[src/rtl/instr_load_ctrl_pkg.sv]
// Shared constants, state encoding and job legality check for the instruction loader.
package instr_load_ctrl_pkg;

  localparam int DATA_WIDTH = 32;
  localparam int PAGE_WIDTH = 11;
  localparam int MEM_WORDS  = 2 ** (PAGE_WIDTH - 1);

  localparam logic REGION_OS   = 1'b1;
  localparam logic REGION_PROC = 1'b0;

  typedef enum logic [1:0] {
    ST_IDLE  = 2'd0,
    ST_LOAD  = 2'd1,
    ST_FLUSH = 2'd2
  } ld_state_e;

  // The sum is one bit wider than the operands so a job running off the end cannot wrap.
  function automatic logic job_legal(input logic [PAGE_WIDTH-1:0] base,
                                     input logic [PAGE_WIDTH-1:0] count);
    logic [PAGE_WIDTH:0] end_excl;
    end_excl = {1'b0, base} + {1'b0, count};
    return (count != '0) && (end_excl <= (PAGE_WIDTH + 1)'(MEM_WORDS));
  endfunction

endpackage

[src/rtl/instr_load_ctrl_if.sv]
// Job request, loader source handshake, memory write port and status of the instruction loader.
interface instr_load_ctrl_if;
  import instr_load_ctrl_pkg::*;

  logic                  start;
  logic                  region;
  logic [PAGE_WIDTH-1:0] base_addr;
  logic [PAGE_WIDTH-1:0] word_count;
  logic                  abort;
  logic                  src_valid;
  logic [DATA_WIDTH-1:0] src_data;
  logic                  src_ready;
  logic                  mem_write_flag;
  logic                  mem_write_os;
  logic [DATA_WIDTH-1:0] mem_addr;
  logic [DATA_WIDTH-1:0] mem_data;
  logic                  busy;
  logic                  done;
  logic                  error;
  logic [DATA_WIDTH-1:0] checksum;

  // master: job requester / word source side; slave: the load controller
  modport master (
    output start, region, base_addr, word_count, abort, src_valid, src_data,
    input  src_ready, mem_write_flag, mem_write_os, mem_addr, mem_data,
           busy, done, error, checksum
  );

  modport slave (
    input  start, region, base_addr, word_count, abort, src_valid, src_data,
    output src_ready, mem_write_flag, mem_write_os, mem_addr, mem_data,
           busy, done, error, checksum
  );

endinterface

[src/rtl/instr_load_ctrl_ld_write_stage.sv]
// Registered memory write port: captures address/data/region on an accepted word and
// strobes write_flag for exactly the following cycle.
module ld_write_stage
  import instr_load_ctrl_pkg::*;
(
  input  logic                  clk,
  input  logic                  rst_n,
  input  logic                  write_en,
  input  logic                  region,
  input  logic [PAGE_WIDTH-1:0] addr,
  input  logic [DATA_WIDTH-1:0] data,
  output logic                  flag,
  output logic                  os,
  output logic [DATA_WIDTH-1:0] mem_addr,
  output logic [DATA_WIDTH-1:0] mem_data
);

  logic                  flag_reg;
  logic                  os_reg;
  logic [PAGE_WIDTH-1:0] addr_reg;
  logic [DATA_WIDTH-1:0] data_reg;

  always_ff @(posedge clk or negedge rst_n) begin
    if (!rst_n) begin
      flag_reg <= 1'b0;
      os_reg   <= 1'b0;
      addr_reg <= '0;
      data_reg <= '0;
    end else begin
      flag_reg <= write_en;
      if (write_en) begin
        os_reg   <= (region == REGION_OS);
        addr_reg <= addr;
        data_reg <= data;
      end
    end
  end

  // Memory address bus is wider than a page index; upper bits are tied low.
  for (genvar gi = 0; gi < DATA_WIDTH; gi++) begin : g_addr_ext
    if (gi < PAGE_WIDTH) begin : g_pass
      assign mem_addr[gi] = addr_reg[gi];
    end else begin : g_zero
      assign mem_addr[gi] = 1'b0;
    end
  end

  assign flag     = flag_reg;
  assign os       = os_reg;
  assign mem_data = data_reg;

endmodule

[src/rtl/instr_load_ctrl.sv]
// Instruction memory load sequencer: validates a job, pulls words over valid/ready,
// writes them through ld_write_stage and reports done/error/checksum.
module instr_load_ctrl
  import instr_load_ctrl_pkg::*;
(
  input logic               clk,
  input logic               rst_n,
  instr_load_ctrl_if.slave  bus
);

  ld_state_e             state_reg, state_next;
  logic                  region_reg;
  logic [PAGE_WIDTH-1:0] base_reg;
  logic [PAGE_WIDTH-1:0] count_reg;
  logic [PAGE_WIDTH-1:0] index_reg;
  logic [DATA_WIDTH-1:0] checksum_reg;
  logic                  error_reg;
  logic                  done_reg;

  logic                  src_ready_c;
  logic                  busy_c;
  logic                  handshake;
  logic                  last_word;
  logic                  job_ok;
  logic                  accept_job;
  logic                  reject_job;
  logic                  abort_load;
  logic                  write_en;
  logic [PAGE_WIDTH-1:0] wr_addr;

  assign handshake  = bus.src_valid && src_ready_c;
  assign last_word  = (index_reg == (count_reg - PAGE_WIDTH'(1)));
  assign job_ok     = job_legal(bus.base_addr, bus.word_count);
  assign accept_job = (state_reg == ST_IDLE) && bus.start && job_ok;
  assign reject_job = (state_reg == ST_IDLE) && bus.start && !job_ok;
  assign abort_load = (state_reg == ST_LOAD) && bus.abort;
  // A word taken in the same cycle as abort is dropped, not written.
  assign write_en   = handshake && !bus.abort;
  assign wr_addr    = base_reg + index_reg;

  always_ff @(posedge clk or negedge rst_n) begin
    if (!rst_n) state_reg <= ST_IDLE;
    else        state_reg <= state_next;
  end

  always_comb begin
    state_next = state_reg;
    unique case (state_reg)
      ST_IDLE:  if (accept_job) state_next = ST_LOAD;
      ST_LOAD: begin
        if (bus.abort)                  state_next = ST_IDLE;
        else if (handshake && last_word) state_next = ST_FLUSH;
      end
      ST_FLUSH: state_next = ST_IDLE;
      default:  state_next = ST_IDLE;
    endcase
  end

  always_comb begin
    src_ready_c = 1'b0;
    busy_c      = 1'b0;
    case (state_reg)
      ST_LOAD: begin
        src_ready_c = 1'b1;
        busy_c      = 1'b1;
      end
      ST_FLUSH: busy_c = 1'b1;
      default: ;
    endcase
  end

  always_ff @(posedge clk or negedge rst_n) begin
    if (!rst_n) begin
      region_reg   <= REGION_PROC;
      base_reg     <= '0;
      count_reg    <= '0;
      index_reg    <= '0;
      checksum_reg <= '0;
      error_reg    <= 1'b0;
      done_reg     <= 1'b0;
    end else begin
      // Rejected jobs still get a done pulse so the requester never waits forever.
      done_reg <= (state_reg == ST_FLUSH) || reject_job;
      if (reject_job) begin
        error_reg <= 1'b1;
      end else if (accept_job) begin
        region_reg   <= bus.region;
        base_reg     <= bus.base_addr;
        count_reg    <= bus.word_count;
        index_reg    <= '0;
        checksum_reg <= '0;
        error_reg    <= 1'b0;
      end else if (abort_load) begin
        error_reg <= 1'b1;
      end else if (handshake) begin
        index_reg    <= index_reg + PAGE_WIDTH'(1);
        checksum_reg <= checksum_reg ^ bus.src_data;
      end
    end
  end

  ld_write_stage u_write_stage (
    .clk      (clk),
    .rst_n    (rst_n),
    .write_en (write_en),
    .region   (region_reg),
    .addr     (wr_addr),
    .data     (bus.src_data),
    .flag     (bus.mem_write_flag),
    .os       (bus.mem_write_os),
    .mem_addr (bus.mem_addr),
    .mem_data (bus.mem_data)
  );

  assign bus.src_ready = src_ready_c;
  assign bus.busy      = busy_c;
  assign bus.done      = done_reg;
  assign bus.error     = error_reg;
  assign bus.checksum  = checksum_reg;

endmodule
[src/flat_wrapper.sv]
// flat-port wrapper written by rule: the top's interface ports become plain ports
module instr_load_ctrl_flat import instr_load_ctrl_pkg::*;
  (clk, rst_n, bus_start, bus_region, bus_base_addr, bus_word_count, bus_abort, bus_src_valid, bus_src_data, bus_src_ready, bus_mem_write_flag, bus_mem_write_os, bus_mem_addr, bus_mem_data, bus_busy, bus_done, bus_error, bus_checksum);
  instr_load_ctrl_if bus_i ();
  input logic clk;
  input logic rst_n;
  input wire logic [$bits(bus_i.start)-1:0] bus_start;
  input wire logic [$bits(bus_i.region)-1:0] bus_region;
  input wire logic [$bits(bus_i.base_addr)-1:0] bus_base_addr;
  input wire logic [$bits(bus_i.word_count)-1:0] bus_word_count;
  input wire logic [$bits(bus_i.abort)-1:0] bus_abort;
  input wire logic [$bits(bus_i.src_valid)-1:0] bus_src_valid;
  input wire logic [$bits(bus_i.src_data)-1:0] bus_src_data;
  output wire logic [$bits(bus_i.src_ready)-1:0] bus_src_ready;
  output wire logic [$bits(bus_i.mem_write_flag)-1:0] bus_mem_write_flag;
  output wire logic [$bits(bus_i.mem_write_os)-1:0] bus_mem_write_os;
  output wire logic [$bits(bus_i.mem_addr)-1:0] bus_mem_addr;
  output wire logic [$bits(bus_i.mem_data)-1:0] bus_mem_data;
  output wire logic [$bits(bus_i.busy)-1:0] bus_busy;
  output wire logic [$bits(bus_i.done)-1:0] bus_done;
  output wire logic [$bits(bus_i.error)-1:0] bus_error;
  output wire logic [$bits(bus_i.checksum)-1:0] bus_checksum;
  assign bus_i.start = bus_start;
  assign bus_i.region = bus_region;
  assign bus_i.base_addr = bus_base_addr;
  assign bus_i.word_count = bus_word_count;
  assign bus_i.abort = bus_abort;
  assign bus_i.src_valid = bus_src_valid;
  assign bus_i.src_data = bus_src_data;
  assign bus_src_ready = bus_i.src_ready;
  assign bus_mem_write_flag = bus_i.mem_write_flag;
  assign bus_mem_write_os = bus_i.mem_write_os;
  assign bus_mem_addr = bus_i.mem_addr;
  assign bus_mem_data = bus_i.mem_data;
  assign bus_busy = bus_i.busy;
  assign bus_done = bus_i.done;
  assign bus_error = bus_i.error;
  assign bus_checksum = bus_i.checksum;
  instr_load_ctrl u_core (.clk(clk), .rst_n(rst_n), .bus(bus_i));
endmodule
[config.mk]
export PLATFORM = sky130hd
export DESIGN_NAME = instr_load_ctrl_flat
export DESIGN_NICKNAME = d
export VERILOG_FILES = /design/src/rtl/instr_load_ctrl_pkg.sv /design/src/rtl/instr_load_ctrl_if.sv /design/src/rtl/instr_load_ctrl_ld_write_stage.sv /design/src/rtl/instr_load_ctrl.sv /design/src/flat_wrapper.sv
export SDC_FILE = /design/constraint.sdc
export NUM_CORES = 1
export LEC_CHECK = 0
export BUFFER_PORTS_ARGS = -buffer_cell sky130_fd_sc_hd__clkbuf_2
export CORE_ASPECT_RATIO = 1.75
export CORE_UTILIZATION = 30
export CTS_CLUSTER_SIZE = 40
export DETAILED_ROUTE_END_ITERATION = 6
export PLACE_DENSITY = 0.53
export SLEW_MARGIN = 10
export SYNTH_ARGS = -nofsm -noshare
export SYNTH_HDL_FRONTEND = slang
export SYNTH_SLANG_ARGS = --single-unit
[constraint.sdc]
create_clock -name clk -period 3 [get_ports clk]
set_clock_uncertainty 0.1 [all_clocks]
set_input_delay 0.6 -clock clk [delete_from_list [all_inputs] [get_ports clk]]
set_output_delay 0.6 -clock clk [all_outputs]
set_load 0.1 [all_outputs]
==> impl_results.md <==
* Final Core Density at 0.419
* CP Launch Type: input port
* Post-synthesis mux area share at 0.0415
* Failing checks: DRC, setup timing
* Crit path capture type: register
* N_diodes at 0
* Critical path type: input port to register
* Crit share post-route at 1.01
* Count of unique library cells instantiated by Yosys at 56
* Synth Area in Simple Gates at 0.174
* Clock-pin slew on the worst setup and hold paths at 50 ps
* Hold_buf cts at 0
* Sequential fraction of the synthesis area at 0.461
* RR Endpoint: u_core.state_reg[0]$_DFFE_PN0P_
* Dpl cells at 1074
* RePlAce Congestion at 0.832
* Crit path top cell by count: buf_6
* Reg-to-Reg Start: u_core.count_reg[0]$_DFFE_PN0P_
* CTS tree: yes
* Worst Path Required at 3200 ps
* Layout cell share with drive strength beyond 1 at 0.328
* Chip Height at 193 µm
* Commonest non-fill, non-tap cells in the layout: 159 x nand2_1, 137 x clkbuf_2, 115 x dfrtp_1
* Vias in the first global route at 5549
* First-pass GRT wire length at 29.2 mm
* Hold Crit Class: input port to async pin
* Worst-Margin Slew at 587 ps
* Post-synth ARST share at 1.00
* Setup violators final at 17
* RSZ-0062 raised after global routing: true
* Hold Vio Cnt, Final at 0
* Post-route DRC at 34
* Post-synth top area cell: dfrtp_1
* GRT Util Overall at 0.176
* Via density per instance at 4.95
* Setup_tns at -377 ps
* Die width at 111 µm
* Max incr delay on CP at 410 ps
* Die ar. at 21400 µm²
* Count of warnings emitted by yosys at 0
* Synth-to-layout area growth at 36.8%
* Yosys top cell area share at 0.461
* Max stage delay cell, worst path: o41a_4
* Post-Syn Instances at 663
* WP data arrival at 3240 ps
* Clock Tree Buf Depth at 2
* Clock latency on the worst-skew pair at 420 ps
* Iteration-0 DRC Markers at 289
* Mapped Avg Cell Area at 9.41 µm²
* Most common cell after layout, fill and taps aside: nand2_1
* Clock sinks at 115
* Max FO, Critical Path at 7
* Setup WS post-layout at -33.4 ps
* Max-slew headroom at 0.610
* Adder-Cell Fraction of Synth Area at 0.0586
* R2r worst-path depth at 9
* Post-synth EDFFs at 0
* Largest net degree at the start of global routing at 51
* Initial antenna violation count at 0
* Crit path cell chain: buf_6 > ha_4 > fa_2 > xnor2_1 > o2111ai_1 > nor4bb_1 > nand4_1 > o41a_4 > nor3_4 > buf_6 > buf_12 > mux2_4
* Detail Route Antenna Nets at 0
* Final worst path period need at 3030 ps
* Cell at the root of the clock tree: clkbuf_16
* Routed len/inst at 16.2 µm
* Post-Layout Cell Count at 1111
* TritonCTS buffer count at 17
* Core ar. at 20400 µm²
* Max-slew violation count at 0
* Ports at 162
* Main area contributors after synthesis: dfrtp_1 46%, nand2_1 9.6%, ha_1 5.2%
* R2R Setup Slk at 310 ps
* Compound-cell area share of the yosys netlist at 0.161
* Initial Utilization at 0.306
* Drt pass-1 iters at 7
* Ys flop type: dfrtp_1
* Row count at 69
* Nets at 938
* Total gr overflow at 0
* Routed vias at 5496
* #FFs+latches synth at 115
* DRT Wirelength at 18.0 mm
* Max-cap violations at 0
* H-tree depth at 4
* Number of port buffers at 140
* Synth Area in XOR/XNOR at 0.0449
* Status: complete, but fails checks
* Detailed Place HPWL at 13.3 mm
* Largest family of logic cells by synthesized area: simple AND/OR/NAND/NOR gates
* Mapped Area at 6240 µm²
* F_max at 0.330 GHz
-- worst max-delay path, delay by kind of cell --
family	cells	cell delay (ps)
and+or+nand+nor	3	730
adders and majority gates	2	530
buffers and inverters	3	390
muxes	1	290
xor gates and xnor gates	1	170
AOI/OAI and AO/OA	2	530
-- logic make-up after synthesis --
logic type / Yosys count
flip-flops: 115
other: 1
adder cells (fa/ha/maj): 28
XOR/XNOR: 32
buffers and inverters: 69
AO/OA/AOI/OAI: 150
AND/OR/NAND/NOR: 245
multiplexers: 23
-- area by class of cell --
cell class,count,area (µm²)
Fill cell,2005,11800
Multi-Input combinational cell,499,3360
Sequential cell,115,2880
Timing Repair Buffer,198,1260
Clock buffer,22,454
Tap cell,248,310
Clock inverter,10,204
Inverter,19,71.3
-- metal layers --
| layer | GRT usage | vias to the layer above | share of wire |
|---|---|---|---|
| met2 | 0.333 | 156 | 0.54 |
| met5 | 0 | - | 0 |
| met3 | 0.0352 | 31 | 0.044 |
| met1 | 0.184 | 2628 | 0.38 |
| li1 | - | 2681 | - |
| met4 | 0.0878 | 0 | 0.031 |
-- through the flow --
step / area [µm²] / hold slack [ps] / setup slack (ps)
2_1_floorplan: 6400 / 204 / -302
3_3_place_gp: 7580 / 358 / -536
3_5_place_dp: 7580 / 362 / -597
4_1_cts: 8340 / 65.1 / -73.5
5_1_grt: 8530 / 92.8 / -163
6_report: 8530 / 56.9 / -33.4
-- Yosys cell counts (2+ instances only) --
library cell  number
nor2b_1            6
a21o_1             5
buf_4             22
ha_1              26
buf_6              2
o21ai_0           54
dfrtp_1          115
nand2_1          160
nand2b_1           3
nand3b_1           3
buf_1              2
o211ai_1           4
clkbuf_1          21
and3_1             3
buf_2              3
and2_1             2
a211o_1            3
nor3_1             8
inv_1             19
nand3_1            4
nor3b_1            4
o31ai_1            3
o21bai_1           4
nand4_1           10
xor2_1            13
fa_1               2
nor2_1            25
o31a_1             4
nor4_1             8
o311ai_0          32
xnor2_1           19
a211oi_1           6
o2111ai_1          2
a21oi_1           22
or3_1              2
mux2_2            22
-- repair_timing --
| action | CTS | global route |
|---|---|---|
| resized for setup | 9 | 51 |
| cloned | 1 | 0 |
| pin swaps | 1 | 4 |
| setup endpoints to repair | 45 | 57 |
| buffers inserted | 4 | 1 |
-- worst max path at each step --
stage / from / to
2_1_floorplan: bus_word_count[0] / u_core.base_reg[4]$_DFFE_PN0P_
3_3_place_gp: bus_word_count[0] / u_core.state_reg[1]$_DFFE_PN0P_
3_5_place_dp: bus_word_count[0] / u_core.state_reg[1]$_DFFE_PN0P_
4_1_cts: bus_word_count[0] / u_core.base_reg[2]$_DFFE_PN0P_
5_1_grt: bus_base_addr[0] / u_core.base_reg[1]$_DFFE_PN0P_
6_report: bus_word_count[0] / u_core.base_reg[2]$_DFFE_PN0P_
Power is not shown: default switching activity piles up to over one toggle a cycle in this logic, so the estimate is an artifact.
